### config.mk
export PLATFORM = sky130hd
export DESIGN_NAME = adc_scan_seq
export DESIGN_NICKNAME = d
export VERILOG_FILES = /design/src/rtl/adc_scan_pkg.sv /design/src/rtl/adc_scan_seq_cycle_timer.sv /design/src/rtl/adc_scan_seq.sv
export SDC_FILE = /design/constraint.sdc
export NUM_CORES = 1
export LEC_CHECK = 0
export ABC_CLOCK_PERIOD_IN_PS = 3200
export BUFFER_PORTS_ARGS = -buffer_cell sky130_fd_sc_hd__buf_2
export CAP_MARGIN = 10
export CORE_MARGIN = 4
export CORE_UTILIZATION = 35
export DETAILED_ROUTE_END_ITERATION = 12
export PLACE_DENSITY = 0.56
export RECOVER_POWER = 50
export SYNTH_ARGS = -nofsm -noshare
export SYNTH_HDL_FRONTEND = slang
export SYNTH_SLANG_ARGS = --single-unit
### constraint.sdc
create_clock -name clk_i -period 3.2 [get_ports clk_i]
set_clock_uncertainty 0.15 [all_clocks]
set_input_delay 0.32 -clock clk_i [delete_from_list [all_inputs] [get_ports clk_i]]
set_output_delay 0.32 -clock clk_i [all_outputs]
set_load 0.05 [all_outputs]
### src/rtl/adc_scan_pkg.sv
// Shared types and constants for the 4-channel ADC scan sequencer.
// Holds the FSM state encoding, channel counts and the timeout fill value.
package adc_scan_pkg;

  typedef enum logic [2:0] {
    S_IDLE  = 3'd0,
    S_START = 3'd1,
    S_WAIT  = 3'd2,
    S_NEXT  = 3'd3,
    S_GAP   = 3'd4
  } state_t;

  localparam int NUM_CH   = 4;
  localparam int CH_SEL_W = 2;

  // Stored in place of a sample when a conversion times out
  localparam logic [63:0] TIMEOUT_FILL = '1;

endpackage

### src/rtl/adc_scan_seq_cycle_timer.sv
// Loadable down-counter with a zero flag.
// Used for the inter-frame gap and, optionally, the WAIT watchdog.
module cycle_timer #(
  parameter int W = 8
) (
  input  logic         clk,
  input  logic         rst_n,
  input  logic         load,
  input  logic [W-1:0] value,
  input  logic         dec,
  output logic         zero
);

  logic [W-1:0] cnt;

  always_ff @(posedge clk or negedge rst_n) begin
    if (!rst_n) begin
      cnt <= '0;
    end else if (load) begin
      cnt <= value;
    end else if (dec && cnt != '0) begin
      cnt <= cnt - 1'b1;
    end
  end

  assign zero = (cnt == '0);

endmodule

### src/rtl/adc_scan_seq.sv
// Channel-scan sequencer driving the SPI ADC command mux select.
// Optional WAIT watchdog and err_o port: define ADC_SCAN_TIMEOUT_EN.
module adc_scan_seq
  import adc_scan_pkg::*;
#(
  parameter int Width         = 12,
  parameter int GapCycles     = 1000,
  parameter int TimeoutCycles = 4096
) (
  input  logic                clk_i,
  input  logic                rst_ni,
  input  logic                en_i,
  output logic [CH_SEL_W-1:0] sel_o,
  output logic                spi_start_o,
  input  logic                spi_done_i,
  input  logic [Width-1:0]    spi_data_i,
  output logic [Width-1:0]    ch0_o,
  output logic [Width-1:0]    ch1_o,
  output logic [Width-1:0]    ch2_o,
  output logic [Width-1:0]    ch3_o,
  output logic                frame_valid_o,
`ifdef ADC_SCAN_TIMEOUT_EN
  output logic                err_o,
`endif
  output logic                busy_o
);

  localparam int GapLoad = (GapCycles > 0) ? GapCycles - 1 : 0;
  localparam int GapW    = $clog2(GapLoad + 2);
  localparam logic [GapW-1:0] GAP_INIT = GapW'(GapLoad);
  localparam logic [CH_SEL_W-1:0] LAST_CH = CH_SEL_W'(NUM_CH - 1);

  state_t state, state_n;
  logic [CH_SEL_W-1:0] sel_q;
  logic [Width-1:0]    res_q [NUM_CH];
  logic [Width-1:0]    wdata;
  logic gap_load, gap_dec, gap_zero;
  logic wr, timeout;

  cycle_timer #(.W(GapW)) u_gap (
    .clk   (clk_i),
    .rst_n (rst_ni),
    .load  (gap_load),
    .value (GAP_INIT),
    .dec   (gap_dec),
    .zero  (gap_zero)
  );

`ifdef ADC_SCAN_TIMEOUT_EN
  localparam int TW = $clog2(TimeoutCycles + 1);
  localparam logic [TW-1:0] TO_INIT = TW'(TimeoutCycles - 1);

  logic wd_zero, err_q;

  // Reloaded in START so the count begins fresh on every WAIT entry
  cycle_timer #(.W(TW)) u_wd (
    .clk   (clk_i),
    .rst_n (rst_ni),
    .load  (state == S_START),
    .value (TO_INIT),
    .dec   (state == S_WAIT),
    .zero  (wd_zero)
  );

  assign timeout = (state == S_WAIT) && !spi_done_i && wd_zero;
  assign wdata   = spi_done_i ? spi_data_i : TIMEOUT_FILL[Width-1:0];

  always_ff @(posedge clk_i or negedge rst_ni) begin
    if (!rst_ni) begin
      err_q <= 1'b0;
    end else if (timeout) begin
      err_q <= 1'b1;
    end
  end

  assign err_o = err_q;
`else
  assign timeout = 1'b0;
  assign wdata   = spi_data_i;
`endif

  always_ff @(posedge clk_i or negedge rst_ni) begin
    if (!rst_ni) begin
      state <= S_IDLE;
    end else begin
      state <= state_n;
    end
  end

  always_comb begin
    state_n  = state;
    gap_load = 1'b0;
    gap_dec  = 1'b0;
    wr       = 1'b0;
    unique case (state)
      S_IDLE: begin
        if (en_i) state_n = S_START;
      end
      S_START: begin
        state_n = S_WAIT;
      end
      S_WAIT: begin
        if (spi_done_i || timeout) begin
          wr      = 1'b1;
          state_n = S_NEXT;
        end
      end
      S_NEXT: begin
        if (sel_q != LAST_CH) begin
          state_n = S_START;
        end else if (!en_i) begin
          state_n = S_IDLE;
        end else if (GapCycles == 0) begin
          state_n = S_START;
        end else begin
          gap_load = 1'b1;
          state_n  = S_GAP;
        end
      end
      S_GAP: begin
        if (!en_i) begin
          state_n = S_IDLE;
        end else if (gap_zero) begin
          state_n = S_START;
        end else begin
          gap_dec = 1'b1;
        end
      end
      default: state_n = S_IDLE;
    endcase
  end

  // Wraps 3 -> 0 at frame end, so IDLE and GAP always see channel 0
  always_ff @(posedge clk_i or negedge rst_ni) begin
    if (!rst_ni) begin
      sel_q <= '0;
    end else if (state == S_NEXT) begin
      sel_q <= sel_q + 1'b1;
    end
  end

  always_ff @(posedge clk_i or negedge rst_ni) begin
    if (!rst_ni) begin
      for (int i = 0; i < NUM_CH; i++) res_q[i] <= '0;
    end else if (wr) begin
      res_q[sel_q] <= wdata;
    end
  end

  assign sel_o         = sel_q;
  assign spi_start_o   = (state == S_START);
  assign frame_valid_o = (state == S_NEXT) && (sel_q == LAST_CH);
  assign busy_o        = (state != S_IDLE);
  assign ch0_o         = res_q[0];
  assign ch1_o         = res_q[1];
  assign ch2_o         = res_q[2];
  assign ch3_o         = res_q[3];

endmodule

==> metrics.md, run 1 <==
| Metric | Value |
|---|---|
| Global-route wire length before repair | about 8700 um |
| Worst path required time | 3.27 ns |
| Worst R2R Path Depth | 6 |
| Setup violators final | 0 |
| Critical R2R Launch | u_gap.cnt[0] |
| DRC Markers | 0 |
| Die ar. | around 0.0091 mm^2 |
| Post-layout net count | 291 |
| Final period util | 69.64% |
| Starting DRT DRC Count | 28 |
| Post-Syn Area per Cell | 13.63 um^2 |
| Cts bufs inserted | 9 |
| Syn Nets | between 200 and 250 |
| Hold_sp | spi_data_i[8] |
| Vias in the first global route | between 1500 and 2000 |
| Min setup slack post-route | between 0.9 and 1 ns |
| Multi-input combinational cell area | roughly 0.0010 mm^2 |
| IO buf count | just under 70 |
| Core box area | between 0.007 and 0.008 mm^2 |
| CP arrival | between 2 and 2.5 ns |
| H-tree Lvls | 3 |
| Setup crit end kind | async pin |
| Clk buf depth | 2 |
| Post-DP HPWL | between 3000 and 4000 um |
| Unique masters post-synth | 37 |
| Fillcell total | between 700 and 800 |
| Reg2Reg Capture Point | u_gap.cnt[6] |
| WHS | between 0.1 and 0.15 ns |
| Global route overflow | 0 |
| # diodes | 0 |
| Max Cap Violations | 0 |
| Setup TNS Final | 0 ns |
| Tot GR Track Use | about an eighth |
| Die height | 95.37 um |
| RSZ-0062 raised after global routing | false |
| Gpl congestion | 0.7113 |
| CTS tree | yes |
| Critical Path Fanout Max | 55 |
| Initial antenna violation count | 0 |
| R2R Setup Slk | between 1 and 1.5 ns |
| Worst Hold Class | input pin to flip-flop |
| CTS Sinks | 63 |
| Wirelength per Cell | roughly 15 um |
| Crit Path Category | input pin to async pin |
| Final Core Density | between 40 and 50% |
| Slew Limit Fails | 0 |
| Fmax | roughly 450 MHz |
| Type of origin of the critical path | input pin |
| First-pass DRT Iterations | 4 |
| Clock-pin slew on the worst setup and hold paths | about 0.07 ns |
| Hold endpoint | ch2_o[8] |
| Area grow syn2layout | 23.28% |
| Status | completed |
| Post-synthesis sequential element count | 63 |
| Largest net degree at the start of global routing | 56 |
| Starting Density | a little over a third |
| Setup slack after placement | about 1.2 ns |
| Number of core rows | 31 |
| Fin. Hold Viols | 0 |
| Post-DR vias/cell | 4.757 |
| Final WL | about 5600 um |
| Vias | ~1800 |
| Yosys warns | 0 |
| Setup Buffers After CTS | 0 |
| Mapped Cells | approximately 200 |
| Share of layout cells above drive strength 1 | 33.09% |
| Clk Latency, worst-skew pair | 0.33 ns |
| Worst-Margin Slew | 1.321 ns |
| Sequential cell area | between 0.0015 and 0.002 mm^2 |
| Root buffer cell | clkbuf_8 |
| Minimum clock period after layout | approximately 2.2 ns |
| I/O pin count | a little under 70 |
| Final antenna-violating net count | 0 |
| Chip Width | between 90 and 100 um |
| Sequential area share after synthesis | approximately three fifths |
| Syn Std Cell Area | around 0.0027 mm^2 |
| Hold Path Depth | 2 |
| Worst rel slew slack | a little under an eighth |
-- final cells by class --
class	instances	share of cell area (%)
multi-input combinational	117	31.12
sequential	63	47.87
tap	99	3.761
clock buffer	9	3.761
timing repair buffer	70	8.853
clock inverter	7	3.609
inverter	9	1.026
-- state kept, by name, summed over array words and instances, names as in the netlist --
signal     count
u_gap.cnt     10
state          3
ch2_o         12
ch0_o         12
ch3_o         12
ch1_o         12
sel_o          2
-- per-stage QoR --
stage	cells	instance area, um^2
2_1_floorplan	196	2671
3_3_place_gp	357	3107
3_5_place_dp	357	3107
4_1_cts	374	3359
5_1_grt	374	3293
6_report	374	3293
-- worst max path at each step --
stage | startpoint | to | slack [ns] | depth (start not counted)
2_1_floorplan | state[1] | spi_start_o | 1.08 | 2
3_3_place_gp | u_gap.cnt[0] | u_gap.cnt[6] | 1.21 | 6
3_5_place_dp | u_gap.cnt[0] | u_gap.cnt[6] | 1.21 | 6
4_1_cts | u_gap.cnt[0] | u_gap.cnt[6] | 1.19 | 6
5_1_grt | rst_ni | ch0_o[9] | 0.56 | 3
6_report | rst_ni | ch0_o[9] | 0.97 | 3
-- Yosys cell counts --
| master | n | share of area [%] |
|---|---|---|
| dfrtp_1 | 63 | 59 |
| mux2_2 | 48 | 20 |
| nand2_1 | 11 | 1.5 |
| inv_1 | 9 | 1.3 |
| nor2_1 | 6 | 0.84 |
| buf_2 | 5 | 0.94 |
| ha_1 | 5 | 2.3 |
| o21ai_0 | 5 | 0.94 |
| nand3_1 | 4 | 0.75 |
| xnor2_1 | 4 | 1.3 |
| a21oi_1 | 3 | 0.56 |
| a31oi_1 | 2 | 0.47 |
| and3_1 | 2 | 0.47 |
| and3b_1 | 2 | 0.66 |
| nor3_1 | 2 | 0.37 |
| nor3b_1 | 2 | 0.56 |
| nor4_2 | 2 | 0.94 |
| o211ai_1 | 2 | 0.56 |
| a211oi_2 | 1 | 0.47 |
| a31o_2 | 1 | 0.33 |
| and2_1 | 1 | 0.23 |
| and4_1 | 1 | 0.33 |
| and4_2 | 1 | 0.37 |
| buf_4 | 1 | 0.28 |
| clkbuf_1 | 1 | 0.14 |
| mux2i_1 | 1 | 0.37 |
| nand4bb_1 | 1 | 0.42 |
| nor2_2 | 1 | 0.23 |
| nor2b_1 | 1 | 0.23 |
| nor4_4 | 1 | 0.80 |
| o21ai_1 | 1 | 0.19 |
| o22ai_1 | 1 | 0.23 |
| o41ai_1 | 1 | 0.33 |
| or3_1 | 1 | 0.23 |
| or3b_2 | 1 | 0.33 |
| or4_1 | 1 | 0.28 |
| or4_4 | 1 | 0.42 |
-- kinds of logic (layout without fill, tap and decap cells) --
group                      after synthesis  count (layout)  synth area share, %
muxes                                   49              49                20.61
adders and majority gates                5               5                2.342
buffers and inverters                   16              95                2.623
AOI/OAI and AO/OA                       17              17                4.074
DFF                                     63              63                59.02
and+or+nand+nor                         42              42                10.02
xor gates and xnor gates                 4               4                1.311
-- critical path, stage by stage --
cell and delay, ns:
dlygate4sd3_1 0.52, clkbuf_1 0.37, clkbuf_2 1.06
-- layout by cell type (no fill, tap or decap), types with 2 or more instances in the layout --
cell | Yosys | final
dfrtp_1 | 63 | 63
clkbuf_1 | 1 | 51
mux2_2 | 48 | 48
buf_2 | 5 | 17
nand2_1 | 11 | 11
inv_1 | 9 | 9
clkbuf_8 | 0 | 9
nor2_1 | 6 | 6
o21ai_0 | 5 | 5
ha_1 | 5 | 5
nand3_1 | 4 | 4
xnor2_1 | 4 | 4
a21oi_1 | 3 | 3
bufinv_16 | 0 | 3
nor3b_1 | 2 | 2
and3b_1 | 2 | 2
nor4_2 | 2 | 2
nor3_1 | 2 | 2
a31oi_1 | 2 | 2
and3_1 | 2 | 2
o211ai_1 | 2 | 2
clkinvlp_4 | 0 | 2
-- what timing repair did --
item / CTS / global route
setup endpoints to repair: 0 / 0
hold buffers: 1 / 0
endpoints found under the hold margin: 8 / 0
gates resized for setup: 0 / 0
-- metal layers --
layer	vias up	wire length (um)	global-route usage, %
met5	-	0	0
met4	0	29	4.688
met3	4	447	4.657
met2	50	2502	19.01
met1	883	2575	17.20
li1	842	-	-
Power of run 1 is left out: the tool's default activity adds up to more than one toggle a clock period on the data nets, which glitch-free logic cannot reach.
==> inputs of run 2 (changes only) <==
ABC_CLOCK_PERIOD_IN_PS = 2100   (was 3200)
clock period = 2.1 ns   (was 3.2 ns; I/O delays follow)
==> metrics.md, run 2 (synthesis results as in run 1) <==
| Metric | Value |
|---|---|
| Setup violators final | 0 |
| Vias | between 1500 and 2000 |
| Share of layout cells above drive strength 1 | between 40% and 50% |
| Layout Cells excl Fill | between 300 and 400 |
| Worst Hold Class | input pin to flip-flop |
| Clk Latency, worst-skew pair | 0.33 ns |
| IO buf count | 68 |
| Final instance area | about 0.0035 mm^2 |
| Number of core rows | 31 |
| Starting DRT DRC Count | 56 |
| Global route overflow | 0 |
| Inst Count DP | ~360 |
| Worst rel slew slack | between 40% and 50% |
| Most frequent cells in the layout | dfrtp_1 (63), mux2_2 (48), buf_2 (45) |
| Final antenna-violating net count | 0 |
| Post-layout net count | 307 |
| Worst path slowest cell | or3b_2 |
| Setup TNS Final | 0 ns |
| Largest net degree at the start of global routing | 64 |
| Gpl congestion | 0.7714 |
| Chip Width | about 95 um |
| Minimum clock period after layout | a little under 2 ns |
| Setup Buffers After CTS | 0 |
| Worst-path cell chain | inv_1 -> ha_1 -> or3b_2 -> a211oi_4 -> and3_1 -> o21ai_1 |
| Type of origin of the critical path | flip-flop |
| Die height | approximately 95 um |
| Core box area | around 0.0073 mm^2 |
| Fmax | slightly above 500 MHz |
| Crit Path Category | flip-flop to flip-flop |
| Worst path required time | about 2.2 ns |
| Die ar. | approximately 0.0091 mm^2 |
| CTS tree | yes |
| Area grow syn2layout | 31.38% |
| Final WL | about 5500 um |
| Starting Density | between 30% and 40% |
| Worst-Margin Slew | 0.8430 ns |
| # diodes | 0 |
| Post-DP HPWL | between 3000 and 4000 um |
| Clock-pin slew on the worst setup and hold paths | 0.07 ns |
| Critical Path Fanout Max | 4 |
| Initial antenna violation count | 0 |
| Final period util | between 90% and 100% |
| Status | completed |
| Setup crit end kind | flip-flop |
| Crit-path max cell delay | ~0.54 ns |
| Fin. Hold Viols | 0 |
| Post-DP Area | between 0.003 and 0.004 mm^2 |
| Wirelength per Cell | about 14 um |
| I/O pin count | 69 |
| Cts bufs inserted | 9 |
| Slew Limit Fails | 0 |
| Global-route wire length before repair | ~9000 um |
| Commonest non-fill, non-tap cell in the layout | dfrtp_1 |
| CTS Sinks | 63 |
| WHS | ~0.007 ns |
| Tot GR Track Use | between 10% and 20% |
| CP arrival | 2.01 ns |
| First-pass DRT Iterations | 4 |
| Post-DR vias/cell | ~4.6 |
| Max Cap Violations | 0 |
| Root buffer cell | clkbuf_8 |
| Clk buf depth | 2 |
| DRC Markers | 0 |
| RSZ-0062 raised after global routing | false |
| Fillcell total | roughly 680 |
| Vias in the first global route | 1815 |
| H-tree Lvls | 3 |
[run 2: routing by layer]
metal  share of wire [%]  global-route usage (%)
met5                   0                       0
met4                 1.5                   6.490
met3                 7.5                   3.394
met2                  43                   19.24
met1                  48                   16.94
[run 2: what timing repair did]
| item | CTS | global route |
|---|---|---|
| hold buffers | 11 | 0 |
| hold endpoints to repair | 96 | 0 |
| gates resized for setup | 0 | 1 |
| endpoints found under the setup margin | 0 | 1 |
[run 2: final cells by class]
| cell class | instances | area, um^2 | area share (%) |
|---|---|---|---|
| clock buffers | 9 | 123.9 | 3.529 |
| clock inverters | 7 | 145.1 | 4.135 |
| inverters | 9 | 33.78 | 0.9626 |
| multi-input cells | 117 | 1032 | 29.41 |
| flip-flops and latches | 63 | 1577 | 44.92 |
| well taps | 99 | 123.9 | 3.529 |
| repair buffers | 86 | 474.2 | 13.51 |
[run 2: final timing paths]
kind	from	endpoint	slack, ns	depth (start not counted)
max	u_gap.cnt[0]	u_gap.cnt[6]	0.14	6
max in group asynchronous	rst_ni	ch1_o[9]	0.77	3
max reg2reg	u_gap.cnt[0]	u_gap.cnt[6]	0.14	6
min in group asynchronous	rst_ni	ch0_o[0]	0.48	3
min reg2reg	ch3_o[7]	ch3_o[7]	0.36	1
min	spi_data_i[0]	ch3_o[0]	0.007	2
[run 2: stage by stage]
| stage | worst slack, ns | util [%] |
|---|---|---|
| 6_report | 0.1423 | 47.88 |
| 5_1_grt | 0.03668 | 47.88 |
| 4_1_cts | 0.1129 | 48.34 |
| 3_5_place_dp | 0.1259 | 43.16 |
| 3_3_place_gp | 0.1738 | 43.16 |
| 2_1_floorplan | 0.08619 | - |
[run 2: worst max-delay path, delay by kind of cell (launching register included)]
kind | cells | cell delay (ns)
AOI/OAI and AO/OA | 2 | 0.27
DFF | 1 | 0.40
adders and majority gates | 1 | 0.20
and+or+nand+nor | 2 | 0.72
buffers and inverters | 1 | 0.08
Power of run 2 is left out for the same reason.
==> inputs of run 3 (changes only) <==
REMOVE_ABC_BUFFERS = 1   (was not set)
==> metrics.md, run 3 (synthesis results as in run 1) <==
| Metric | Value |
|---|---|
| Vias | ~1800 |
| I/O pin count | 69 |
| Worst R2R Path Depth | 6 |
| Most frequent cells in the layout | dfrtp_1 (63), mux2_2 (48), buf_2 (45) |
| Setup crit end kind | flip-flop |
| Post-DP Area | between 0.003 and 0.004 mm^2 |
| Max Cap Violations | 0 |
| Tot GR Track Use | around an eighth |
| Global-route wire length before repair | 8990 um |
| Worst rel slew slack | 44.95% |
| CP startpoint | u_gap.cnt[0] |
| Vias in the first global route | 1786 |
| Die ar. | around 0.0091 mm^2 |
| H-tree Lvls | 3 |
| Worst path required time | around 2.1 ns |
| Worst-path cell chain | inv_1 -> ha_1 -> or3b_2 -> a211oi_4 -> and3_1 -> o21ai_1 |
| Post-layout net count | 309 |
| Post-DP HPWL | around 4000 um |
| Die height | ~95 um |
| Global route overflow | 0 |
| Starting DRT DRC Count | 24 |
| Root buffer cell | clkbuf_8 |
| Fmax | between 400 and 500 MHz |
| Final Core Density | between 40% and 50% |
| Final period util | between 90 and 100% |
| Setup violators final | 0 |
| IO buf count | around 70 |
| # diodes | 0 |
| Worst-Margin Slew | slightly above 0.8 ns |
| Reg2Reg Capture Point | u_gap.cnt[6] |
| CTS Sinks | between 60 and 70 |
| Clk Latency, worst-skew pair | around 0.33 ns |
| Setup Buffers After CTS | 0 |
| Crit path to | u_gap.cnt[6] |
| Post-DR vias/cell | between 4 and 5 |
| Final instance area | 0.003481 mm^2 |
| Crit-path max cell delay | around 0.54 ns |
| Final antenna-violating net count | 0 |
| Status | completed |
| Min setup slack post-route | 0.08382 ns |
| Gpl congestion | 0.7519 |
| Initial antenna violation count | 0 |
| CP arrival | 2.05 ns |
| Crit Path Category | flip-flop to flip-flop |
| Share of layout cells above drive strength 1 | 43.00% |
| Final WL | between 5000 and 6000 um |
| Cts bufs inserted | 9 |
| Worst path slowest cell | or3b_2 |
| Largest net degree at the start of global routing | 64 |
| Minimum clock period after layout | 2.016 ns |
| CTS tree | yes |
| Critical R2R Launch | u_gap.cnt[0] |
| Critical Path Fanout Max | 4 |
| First-pass DRT Iterations | 4 |
| Number of core rows | 31 |
| Inst Count DP | around 370 |
| Worst Hold Class | input pin to flip-flop |
| Fillcell total | 674 |
| Wirelength per Cell | 14.39 um |
| Slew Limit Fails | 0 |
| Clk buf depth | 2 |
| Type of origin of the critical path | flip-flop |
| Starting Density | 36.44% |
| Commonest non-fill, non-tap cell in the layout | dfrtp_1 |
| DRC Markers | 0 |
| Layout Cells excl Fill | approximately 400 |
| R2R Setup Slk | around 0.084 ns |
| Area grow syn2layout | 30.30% |
| Clock-pin slew on the worst setup and hold paths | 0.07 ns |
| Fin. Hold Viols | 0 |
| Core box area | 0.007331 mm^2 |
| Chip Width | ~95 um |
| Setup slack after placement | around 0.11 ns |
-- run 3: cell types whose count changed in the layout (fill, tap and decap cells not counted), sizes merged --
cell	delta
buf	+2
bufinv	-2
clkbuf	+1
clkinvlp	+1
-- run 3: layer usage --
metal	share of wire (%)	global-route usage, %
met3	8.0	5.762
met4	1.0	3.606
met2	47	21.81
met5	0	0
met1	44	15.86
-- run 3: critical path, delay by kind of cell (launching register included) --
kind            cells  cell delay [ns]
compound gates      2             0.29
fa+ha+maj           1             0.20
flops               1             0.40
simple gates        2             0.74
buf+inv             1             0.08
-- run 3: what timing repair did --
| action | in CTS | in global routing |
|---|---|---|
| setup endpoints to repair | 0 | 1 |
| hold endpoints to repair | 97 | 0 |
| hold buffers | 11 | 0 |
| gates resized for setup | 0 | 1 |
-- run 3: cell type report --
cell class,count,area [um^2],area share [%]
well taps,99,123.9,3.559
clock buffers,10,127.6,3.666
multi-input cells,117,1032,29.65
repair buffers,88,501.7,14.41
inverters,9,33.78,0.9705
clock inverters,6,85.08,2.444
flip-flops and latches,63,1577,45.29
-- run 3: worst min-delay path by stage --
| stage | from | to | slack [ns] | depth (start not counted) |
|---|---|---|---|---|
| floorplan | rst_ni | ch0_o[0] | -0.24 | 0 |
| global placement | rst_ni | ch1_o[8] | 0.10 | 2 |
| detailed placement | rst_ni | ch0_o[8] | 0.1 | 2 |
| CTS | spi_data_i[1] | ch2_o[1] | 0.009 | 2 |
| global route | spi_data_i[9] | ch1_o[9] | 0.005 | 2 |
| finish | spi_data_i[9] | ch3_o[9] | 0.02 | 2 |
-- run 3: metrics by stage --
| stage | hold slack, ns | TNS [ns] |
|---|---|---|
| after floorplan | -0.2356 | 0 |
| after global placement | 0.1041 | 0 |
| after detailed placement | 0.09982 | 0 |
| after CTS | 0.008890 | 0 |
| after global routing | 0.004841 | -0.01269 |
| final | 0.02095 | 0 |
Power of run 3 is left out for the same reason.
